===== src/rtl/add_checker_pkg.sv =====
// rtl/add_checker_pkg.sv - shared state type and widths for the adder sweep checker
package add_checker_pkg;

  typedef enum logic [1:0] {
    IDLE  = 2'd0,
    DRIVE = 2'd1,
    CHECK = 2'd2,
    DONE  = 2'd3
  } state_t;

  localparam logic [7:0] VEC_LAST = 8'hFF;
  localparam int         OPW      = 4;
  localparam int         RESW     = 5;

endpackage


===== src/rtl/add_ref.sv =====
// rtl/add_ref.sv - combinational 4-bit golden adder producing a 5-bit sum
module add_ref
  import add_checker_pkg::*;
(
  input  logic [OPW-1:0]  a,
  input  logic [OPW-1:0]  b,
  output logic [RESW-1:0] sum
);

  // zero-extend both operands so the carry lands in the top bit
  assign sum = {1'b0, a} + {1'b0, b};

endmodule


===== config.mk =====
export PLATFORM = sky130hd
export DESIGN_NAME = add_ref
export DESIGN_NICKNAME = d
export VERILOG_FILES = /design/src/rtl/add_checker_pkg.sv /design/src/rtl/add_ref.sv
export SDC_FILE = /design/constraint.sdc
export NUM_CORES = 1
export LEC_CHECK = 0
export ABC_AREA = 1
export CORE_AREA = 2 2 39 41
export DETAILED_ROUTE_END_ITERATION = 12
export DIE_AREA = 0 0 41 43
export PLACE_DENSITY = 0.44
export REMOVE_ABC_BUFFERS = 1
export SKIP_LAST_GASP = 1
export SLEW_MARGIN = 20
export SYNTH_ARGS = -nofsm -noshare
export SYNTH_HDL_FRONTEND = slang
export SYNTH_SLANG_ARGS = --single-unit

===== constraint.sdc =====
create_clock -name vclk -period 1.5
set_input_delay 0.225 -clock vclk [all_inputs]
set_output_delay 0.225 -clock vclk [all_outputs]
set_load 0.05 [all_outputs]

---- After elaboration in Yosys (flattened, before gate mapping) ----
Index checks and enable logic that the tools add are counted.
Widths: inputs -> output; s select.
storage, ports and cells
  register bits ........................... 0
  bits in latches ......................... 0
  RAM bits ................................ 0
  bits in read-only memories .............. 0
  input port bits ......................... 8
  output and inout bits ................... 5
  logic and storage cells ................. 1
  memories ................................ 0
operators by class
  add/sub/neg operators ................... 1
  $mul .................................... 0
  divide/modulo/power cells ............... 0
  magnitude comparators ................... 0
  equality and inequality tests ........... 0
  shifts and indexed selects .............. 0
  mux-type cells .......................... 0
  bitwise gates (word level) .............. 0
  reduce and logical (&&, ||, !) cells .... 0
operator list
  operator     count
  $add 4x4->5  1

---- Longest topological paths before layout ----
Gate-level depths: netlist of the first run.
  depth after elaboration ................. 1
  depth in mapped cells ................... 5
  depth with buffers taken out ............ 5

---- Worst setup path before layout of the first run ----
Ideal clock, no wire load.
  kind .................................... input -> output
  start point ............................. in a[0]
  end point ............................... out sum[4]
  arrival time ............................ 1943 ps
  required time ........................... 1275 ps
  path slack .............................. -668 ps
  cell stages on the path ................. 4
  path buffers ............................ 0
  cells stage by stage .................... ha_1 -> inv_1 -> fa_1 -> o21ai_0
on the way
  longest elaborated chain between the ends .. 1
RTL lines
  element          line           RTL
  start, declared  add_ref.sv:5   input logic [OPW-1:0] a,
  $add 4x4->5      add_ref.sv:11  assign sum = {1'b0, a} + {1'b0, b};
  end, declared    add_ref.sv:7   output logic [RESW-1:0] sum
Every way passes these cells.

---- Final worst setup path of the first run ----
  start point ............................. in a[3]
  end point ............................... out sum[4]
The elaborated chain is that of the path after synthesis.

==> reports/summary.txt, run 1 <==
outcome: completed
synth warn: 0
adder-cell share of the synthesized area: 44.4%
WL/cell: 7.24 microns
Required @ worst endpoint: 1270 ps
number of diodes: 0
Die W: 41 microns
hold slack: 771 ps
mapped cell area: 158 sq um
vias in the first global route: 203
Crit. End Element: primary output
final worst path period share: 97.7%
Hold EP: sum[0]
sw frac: 49.1%
DRC viols: 0
initial antenna violation count: 0
GRT Total Usage: 5.61%
endpoints failing setup: 0
measured slew at the worst slew-check pin: 191 ps
Pwr Total: 267 uW
synthesis-to-finish area growth: 187%
layout cell share with drive strength beyond 1: 60.5%
XOR/XNOR share of the synthesized area: 5.56%
drt first pass iters: 3
Yosys cell types: 9
first-pass GRT wire length: 759 microns
Clock power frac: 0%
Post-Route WL: 427 microns
antenna-violating nets left: 0
compound-cell area share of the yosys netlist: 9.52%
multiplexer share of the synthesized area: 0%
Max Slew Vio Count: 0
min cycle time layout: 1470 ps
FFs & Latches: 0
max cap viols: 0
CORE AREA: 1380 sq um
final net count: 58
Simple-Gate Fraction of Synth Area: 23.8%
combinational power share: 100.0%
Fmax: 682 MHz
# fillers: 153
Mapped Avg Cell Area: 6.31 sq um
# rows: 14
Min-Delay Path Depth: 3
area share of the largest cell type after synthesis: 31.7%
largest family of logic cells by synthesized area: adder cells
Sequential Power Share: 0%
Gate Count Post-Synth: 25
Max Fanout on Critical Path: 4
post-synthesis sequential area ratio: 0%
Vias/cell: 3.51
via count: 207
VDD IR max: 0.000365 V
Initial Util: 11.4%
multi-input gate area in the final layout: 201 sq um
Net Sw Power: 131 uW
commonest cells in the netlist: inv_1 (7), nand2_1 (5), ha_1 (4)
RSZ-0062 raised after global routing: true
leading area contributor after synthesis: ha_1
top cells by area, synth: ha_1 (32%), inv_1 (17%), fa_1 (13%), nand2_1 (12%), nand3_1 (9.5%)
post-route insts no fill: 59
Reg area: 0 sq um
critical path arrival: 1240 ps
hold buffers post-CTS: 0
Worst slew margin: 87.2%
pin count of the biggest net entering global routing: 6
Int Power: 136 uW
global route total overflow: 0
power density over the cells: 590 nW/um^2
Worst Setup Start Kind: input port
die area: 1760 sq um
placed cell count: 58
most common cell in the netlist: inv_1
Pleak: 0.000214 uW
Port Buffers: 13
DP HPWL: 351 microns
IO Pins: 13
Layout Utilization: 32.7%
initial drt markers: 1
hold_sp: b[0]
GPL Wtd Cong: 0.692
final hold violation count: 0
clock buf count: 0
Hold Crit Class: input port to primary output
Die H: 43 microns
setup_tns: 0 ps
Setup CP Type: input port to primary output
per-stage QoR:
step / worst slack [ps] / instance area (sq um)
finish: 34.6 / 453
global route: -6.99 / 453
CTS: 6.75 / 445
detailed placement: -470 / 388
global placement: -469 / 388
floorplan: -668 / 158
critical path, cell delays in order:
cell	delay, ps
dlygate4sd2_1	260
ha_4	250
a21oi_1	160
o21ai_2	70
buf_4	140
buf_12	140
routing by layer:
metal / vias up / part of all wire, % / global-route usage, % / wire length (microns)
met2: 8 / 45 / 8.44 / 191
met3: 0 / 8.7 / 0.524 / 37
met4: 0 / 0 / 0 / 0
met5: - / 0 / 0 / 0
met1: 85 / 46 / 8.92 / 197
li1: 114 / - / - / -
placed cells by master, fill, tap and decap left out:
| cell | Yosys | layout |
|---|---|---|
| buf_12 | 0 | 5 |
| buf_4 | 0 | 5 |
| inv_1 | 7 | 4 |
| nand2_1 | 5 | 4 |
| ha_4 | 0 | 4 |
| dlygate4sd2_1 | 0 | 4 |
| inv_2 | 0 | 3 |
| nand3_1 | 3 | 3 |
| buf_6 | 0 | 2 |
| clkbuf_2 | 0 | 2 |
| a21oi_1 | 2 | 1 |
| o21ai_2 | 0 | 1 |
| a21oi_2 | 0 | 1 |
| nor2_1 | 1 | 1 |
| nand2_2 | 0 | 1 |
| xnor2_2 | 0 | 1 |
| fa_2 | 0 | 1 |
cells by family after synthesis:
group	Yosys count
and+or+nand+nor	9
buffers and inverters	7
xor gates and xnor gates	1
AOI/OAI and AO/OA	3
adders and majority gates	5
final cells by class:
cell class / instances / share of cell area (%)
well taps: 16 / 4.42
multi-input cells: 18 / 44.5
inverters: 7 / 5.80
repair buffers: 18 / 45.3
power by group through the flow:
| stage | Clock [uW] | Sequential, uW | Combinational, uW |
|---|---|---|---|
| 2_1_floorplan | 0 | 0 | 115 |
| 3_3_place_gp | 0 | 0 | 242 |
| 3_5_place_dp | 0 | 0 | 241 |
| 4_1_cts | 0 | 0 | 265 |
| 5_1_grt | 0 | 0 | 285 |
| 6_report | 0 | 0 | 267 |
worst max-delay path by stage:
stage               start      to  slack (ps)  cells past startpoint
floorplan            a[0]  sum[4]        -670                      4
global placement     a[0]  sum[2]        -470                      6
finish               a[3]  sum[4]          30                      6
global route         b[2]  sum[4]          -7                      6
detailed placement   a[0]  sum[2]        -470                      6
CTS                  a[1]  sum[4]           7                      6
repair_timing:
item	4_1_cts	5_1_grt
pin swaps	4	4
endpoints found under the hold margin	0	0
setup endpoints to repair	4	3
resized for setup	26	7
setup buffers	1	0
gates cloned	0	0
Power figures use the tool's default switching activity.
==> run 2: changes to the inputs <==
PLACE_DENSITY = not set   (was 0.44)
==> reports/summary.txt, run 2 (same netlist as run 1, synthesis figures left out) <==
Port Buffers: 13 (unchanged)
post-route insts no fill: 57 (was 59)
Initial Util: 11.4% (unchanged)
Required @ worst endpoint: 1270 ps (about the same)
Setup CP Type: input port to primary output (unchanged)
sw frac: 50.6% (was 49.1%)
RSZ-0062 raised after global routing: true (unchanged)
Critical Path Max Stage Delay: 410 ps (was 260 ps)
CORE AREA: 1380 sq um (unchanged)
combinational power share: 100.0% (about the same)
Buf/Inv on CP: 3 (unchanged)
Top Family by Delay on Critical Path: adder cells (was buffers and inverters)
placed cell count: 58 (unchanged)
Worst path slowest cell: fa_2 (was dlygate4sd2_1)
max cap viols: 0 (unchanged)
GPL Wtd Cong: 0.729 (was 0.692)
layout cell share with drive strength beyond 1: 58.5% (was 60.5%)
measured slew at the worst slew-check pin: 192 ps (was 191 ps)
Max Slew Vio Count: 0 (unchanged)
post-layout instance area: 445 sq um (was 453 sq um)
setup_tns: 0 ps (unchanged)
initial drt markers: 0 (was 1)
endpoints failing setup: 0 (unchanged)
IO Pins: 13 (unchanged)
min cycle time layout: 1450 ps (was 1470 ps)
Net Sw Power: 135 uW (was 131 uW)
Pleak: 0.000204 uW (was 0.000214 uW)
final net count: 56 (was 58)
die area: 1760 sq um (unchanged)
via count: 217 (was 207)
Critical Path Source: a[1] (was a[3])
hold_sp: a[0] (was b[0])
# Post-CTS Setup Buffers: 0 (was 1)
final hold violation count: 0 (unchanged)
VDD IR max: 0.000249 V (was 0.000365 V)
FFs & Latches: 0 (unchanged)
Min-Delay Path Depth: 3 (unchanged)
Sequential Power Share: 0% (about the same)
Vias/cell: 3.81 (was 3.51)
Worst slew margin: 87.2% (about the same)
Hold Crit Class: input port to primary output (unchanged)
initial antenna violation count: 0 (unchanged)
critical path arrival: 1230 ps (was 1240 ps)
Max Fanout on Critical Path: 2 (was 4)
final worst path period share: 96.9% (was 97.7%)
Reg area: 0 sq um (unchanged)
Post-Route WL: 481 microns (was 427 microns)
DRC viols: 0 (unchanged)
outcome: completed (unchanged)
Clock power frac: 0% (about the same)
critical path depth: 5 (was 6)
global route total overflow: 0 (unchanged)
pin count of the biggest net entering global routing: 6 (unchanged)
# rows: 14 (unchanged)
WL/cell: 8.44 microns (was 7.24 microns)
Die W: 41 microns (unchanged)
Die H: 43 microns (unchanged)
antenna-violating nets left: 0 (unchanged)
Worst Setup Start Kind: input port (unchanged)
synthesis-to-finish area growth: 183% (was 187%)
power density over the cells: 597 nW/um^2 (was 590 nW/um^2)
clock buf count: 0 (unchanged)
drt first pass iters: 1 (was 3)
Placed Area: 388 sq um (unchanged)
Int Power: 131 uW (was 136 uW)
number of diodes: 0 (unchanged)
first-pass GRT wire length: 883 microns (was 759 microns)
GRT Total Usage: 6.61% (was 5.61%)
vias in the first global route: 247 (was 203)
most frequent cells in the layout: inv_1 (5), buf_12 (5), nand2_1 (4), ha_4 (4), dlygate4sd2_1 (4) (was buf_12 (5), buf_4 (5))
crit-path cells: clkdlybuf4s15_2 > inv_2 > fa_2 > xnor2_2 > buf_12 (was dlygate4sd2_1 > ha_4 > a21oi_1 > o21ai_2 > buf_4 > buf_12)
Crit. End Element: primary output (unchanged)
Fmax: 688 MHz (was 682 MHz)
[run 2: cell count changes in the layout (fill, tap and decap cells not counted), sizes merged]
| cell | before | now |
|---|---|---|
| buf | 12 | 10 |
| clkbuf | 2 | 0 |
| clkdlybuf4s15 | 0 | 2 |
[run 2: final timing paths]
check                end  slack, ps
hold / removal    sum[0]        810
setup / recovery  sum[2]         50
[run 2: worst min-delay path: stages]
cell and delay, ps:
buf_2 100, ha_4 130, buf_12 120
[run 2: repair_timing]
item	in CTS	in global routing
setup endpoints to repair	4	2
pin swaps	7	5
gates resized for setup	28	3
hold buffers	0	0
hold endpoints to repair	0	0
[run 2: metrics by stage]
stage	hold WS (ps)	utilization [%]	power, uW	setup slack (ps)
after floorplan	823	-	115	-668
after global placement	1220	28.0	241	-476
after detailed placement	1220	28.0	243	-477
after CTS	809	31.5	263	0.943
after global routing	812	32.2	282	-6.31
final	805	32.2	266	46.0
[run 2: cell type report]
class	instances	area, sq um
fill	155	938
multi-input combinational	18	210
inverter	7	26.3
tap	16	20.0
timing repair buffer	16	189
[run 2: per-layer routing]
metal | global-route usage [%] | wire (microns) | vias to the layer above | share of wire (%)
li1 | - | - | 110 | -
met3 | 1.05 | 43 | 0 | 8.9
met5 | 0 | 0 | - | 0
met4 | 0 | 0 | 0 | 0
met1 | 9.55 | 191 | 101 | 40
met2 | 10.6 | 245 | 6 | 51
[run 2: power groups by stage]
stage                     registers [uW]  clock network (uW)  logic (uW)
after floorplan                        0                   0         115
after global placement                 0                   0         241
after detailed placement               0                   0         243
after CTS                              0                   0         263
after global routing                   0                   0         282
final                                  0                   0         266
==> run 3: changes to the inputs <==
CELL_PAD_IN_SITES_DETAIL_PLACEMENT = 0   (was not set)
CELL_PAD_IN_SITES_GLOBAL_PLACEMENT = 1   (was not set)
PLACE_DENSITY = 0.53   (was not set)
SLEW_MARGIN = not set   (was 20)
==> reports/summary.txt, run 3 (same netlist as run 1, synthesis figures left out) <==
outcome: completed (unchanged)
measured slew at the worst slew-check pin: 202 ps (was 192 ps)
combinational power share: 100.0% (about the same)
Buf/Inv on CP: 3 (unchanged)
Setup CP Type: input port to primary output (unchanged)
placed cell count: 58 (unchanged)
max cap viols: 0 (unchanged)
first-pass GRT wire length: 793 microns (was 883 microns)
Pleak: 0.000203 uW (was 0.000204 uW)
Crit. End Element: primary output (unchanged)
final net count: 56 (unchanged)
Worst Setup EP: sum[3] (was sum[2])
Port Buffers: 13 (unchanged)
DRC viols: 0 (unchanged)
Critical Path Source: b[2] (was a[1])
Post-Route WL: 421 microns (was 481 microns)
GRT Total Usage: 6.01% (was 6.61%)
dpl ws: -492 ps (was -477 ps)
Max Fanout on Critical Path: 5 (was 2)
Required @ worst endpoint: 1270 ps (about the same)
via count: 208 (was 217)
Critical Path Max Stage Delay: 300 ps (was 410 ps)
endpoints failing setup: 0 (unchanged)
Worst path slowest cell: ha_4 (was fa_2)
WL/cell: 7.39 microns (was 8.44 microns)
antenna-violating nets left: 0 (unchanged)
FFs & Latches: 0 (unchanged)
Worst slew margin: 86.5% (was 87.2%)
CORE AREA: 1380 sq um (unchanged)
RSZ-0062 raised after global routing: false (was true)
Top Family by Delay on Critical Path: buffers and inverters (was adder cells)
final hold violation count: 0 (unchanged)
most common cell after layout, fill and taps aside: buf_12
# rows: 14 (unchanged)
Die W: 41 microns (unchanged)
global route total overflow: 0 (unchanged)
most frequent cells in the layout: buf_12 (5), inv_1 (4), nand2_1 (4), ha_4 (4), dlygate4sd2_1 (4) (was inv_1 (5), buf_12 (5), nand2_1 (4), ha_4 (4), dlygate4sd2_1 (4))
GPL Wtd Cong: 0.696 (was 0.729)
clock buf count: 0 (unchanged)
Die H: 43 microns (unchanged)
DP HPWL: 359 microns
Reg area: 0 sq um (unchanged)
die area: 1760 sq um (unchanged)
Worst Setup Start Kind: input port (unchanged)
crit-path cells: dlygate4sd2_1 > ha_4 > inv_1 > nand2_1 > nand3_1 > nand2_2 > buf_12 (was clkdlybuf4s15_2 > inv_2 > fa_2 > xnor2_2 > buf_12)
layout cell share with drive strength beyond 1: 56.1% (was 58.5%)
sw frac: 50.3% (was 50.6%)
Initial Util: 11.4% (unchanged)
Hold Crit Class: input port to primary output (unchanged)
Fmax: 695 MHz (was 688 MHz)
critical path arrival: 1210 ps (was 1230 ps)
Placed Area: 388 sq um (unchanged)
# Post-CTS Setup Buffers: 0 (unchanged)
initial drt markers: 0 (unchanged)
vias in the first global route: 206 (was 247)
Vias/cell: 3.65 (was 3.81)
post-layout instance area: 432 sq um (was 445 sq um)
min cycle time layout: 1440 ps (was 1450 ps)
drt first pass iters: 1 (unchanged)
power density over the cells: 599 nW/um^2 (was 597 nW/um^2)
pin count of the biggest net entering global routing: 6 (unchanged)
number of diodes: 0 (unchanged)
initial antenna violation count: 0 (unchanged)
post-route insts no fill: 57 (unchanged)
VDD IR max: 0.000320 V (was 0.000249 V)
Sequential Power Share: 0% (about the same)
Net Sw Power: 130 uW (was 135 uW)
Clock power frac: 0% (about the same)
Int Power: 129 uW (was 131 uW)
IO Pins: 13 (unchanged)
critical path depth: 7 (was 5)
worst setup margin: 61.1 ps (was 46.0 ps)
Max Slew Vio Count: 0 (unchanged)
hold slack: 782 ps (was 805 ps)
synthesis-to-finish area growth: 174% (was 183%)
final worst path period share: 95.9% (was 96.9%)
[run 3: area by class of cell]
| class | count | area, sq um |
|---|---|---|
| fill | 149 | 952 |
| multi-input combinational | 18 | 198 |
| timing repair buffer | 16 | 188 |
| inverter | 7 | 26.3 |
| tap | 16 | 20.0 |
[run 3: worst min-delay path by stage]
stage	to	start	slack [ps]	depth (start not counted)
4_1_cts	sum[0]	b[0]	790	3
6_report	sum[0]	b[0]	780	3
3_5_place_dp	sum[0]	b[0]	1220	3
3_3_place_gp	sum[0]	b[0]	1230	3
2_1_floorplan	sum[0]	b[0]	820	1
5_1_grt	sum[0]	b[0]	790	3
[run 3: metrics by stage]
step                      power (uW)  TNS (ps)  utilization, %
after CTS                        262         0            31.6
after global placement           243     -1480            28.0
final                            259         0            31.2
after floorplan                  115     -1050               -
after global routing             275         0            31.2
after detailed placement         242     -1480            28.0
[run 3: what timing repair did]
action | CTS | global route
hold buffers | 0 | 0
pin swaps | 5 | 3
setup endpoints to repair | 4 | 2
gates cloned | 0 | 0
resized for setup | 28 | 5
[run 3: routing by layer]
metal	vias to the layer above	track usage (%)	routed length, microns
met4	0	0	0
met3	0	0	18
li1	110	-	-
met2	4	9.06	224
met1	94	9.87	178
met5	-	0	0
[run 3: power groups by stage]
stage	registers, uW	clock network [uW]	logic, uW
floorplan	0	0	115
global placement	0	0	243
detailed placement	0	0	242
CTS	0	0	262
global route	0	0	275
finish	0	0	259
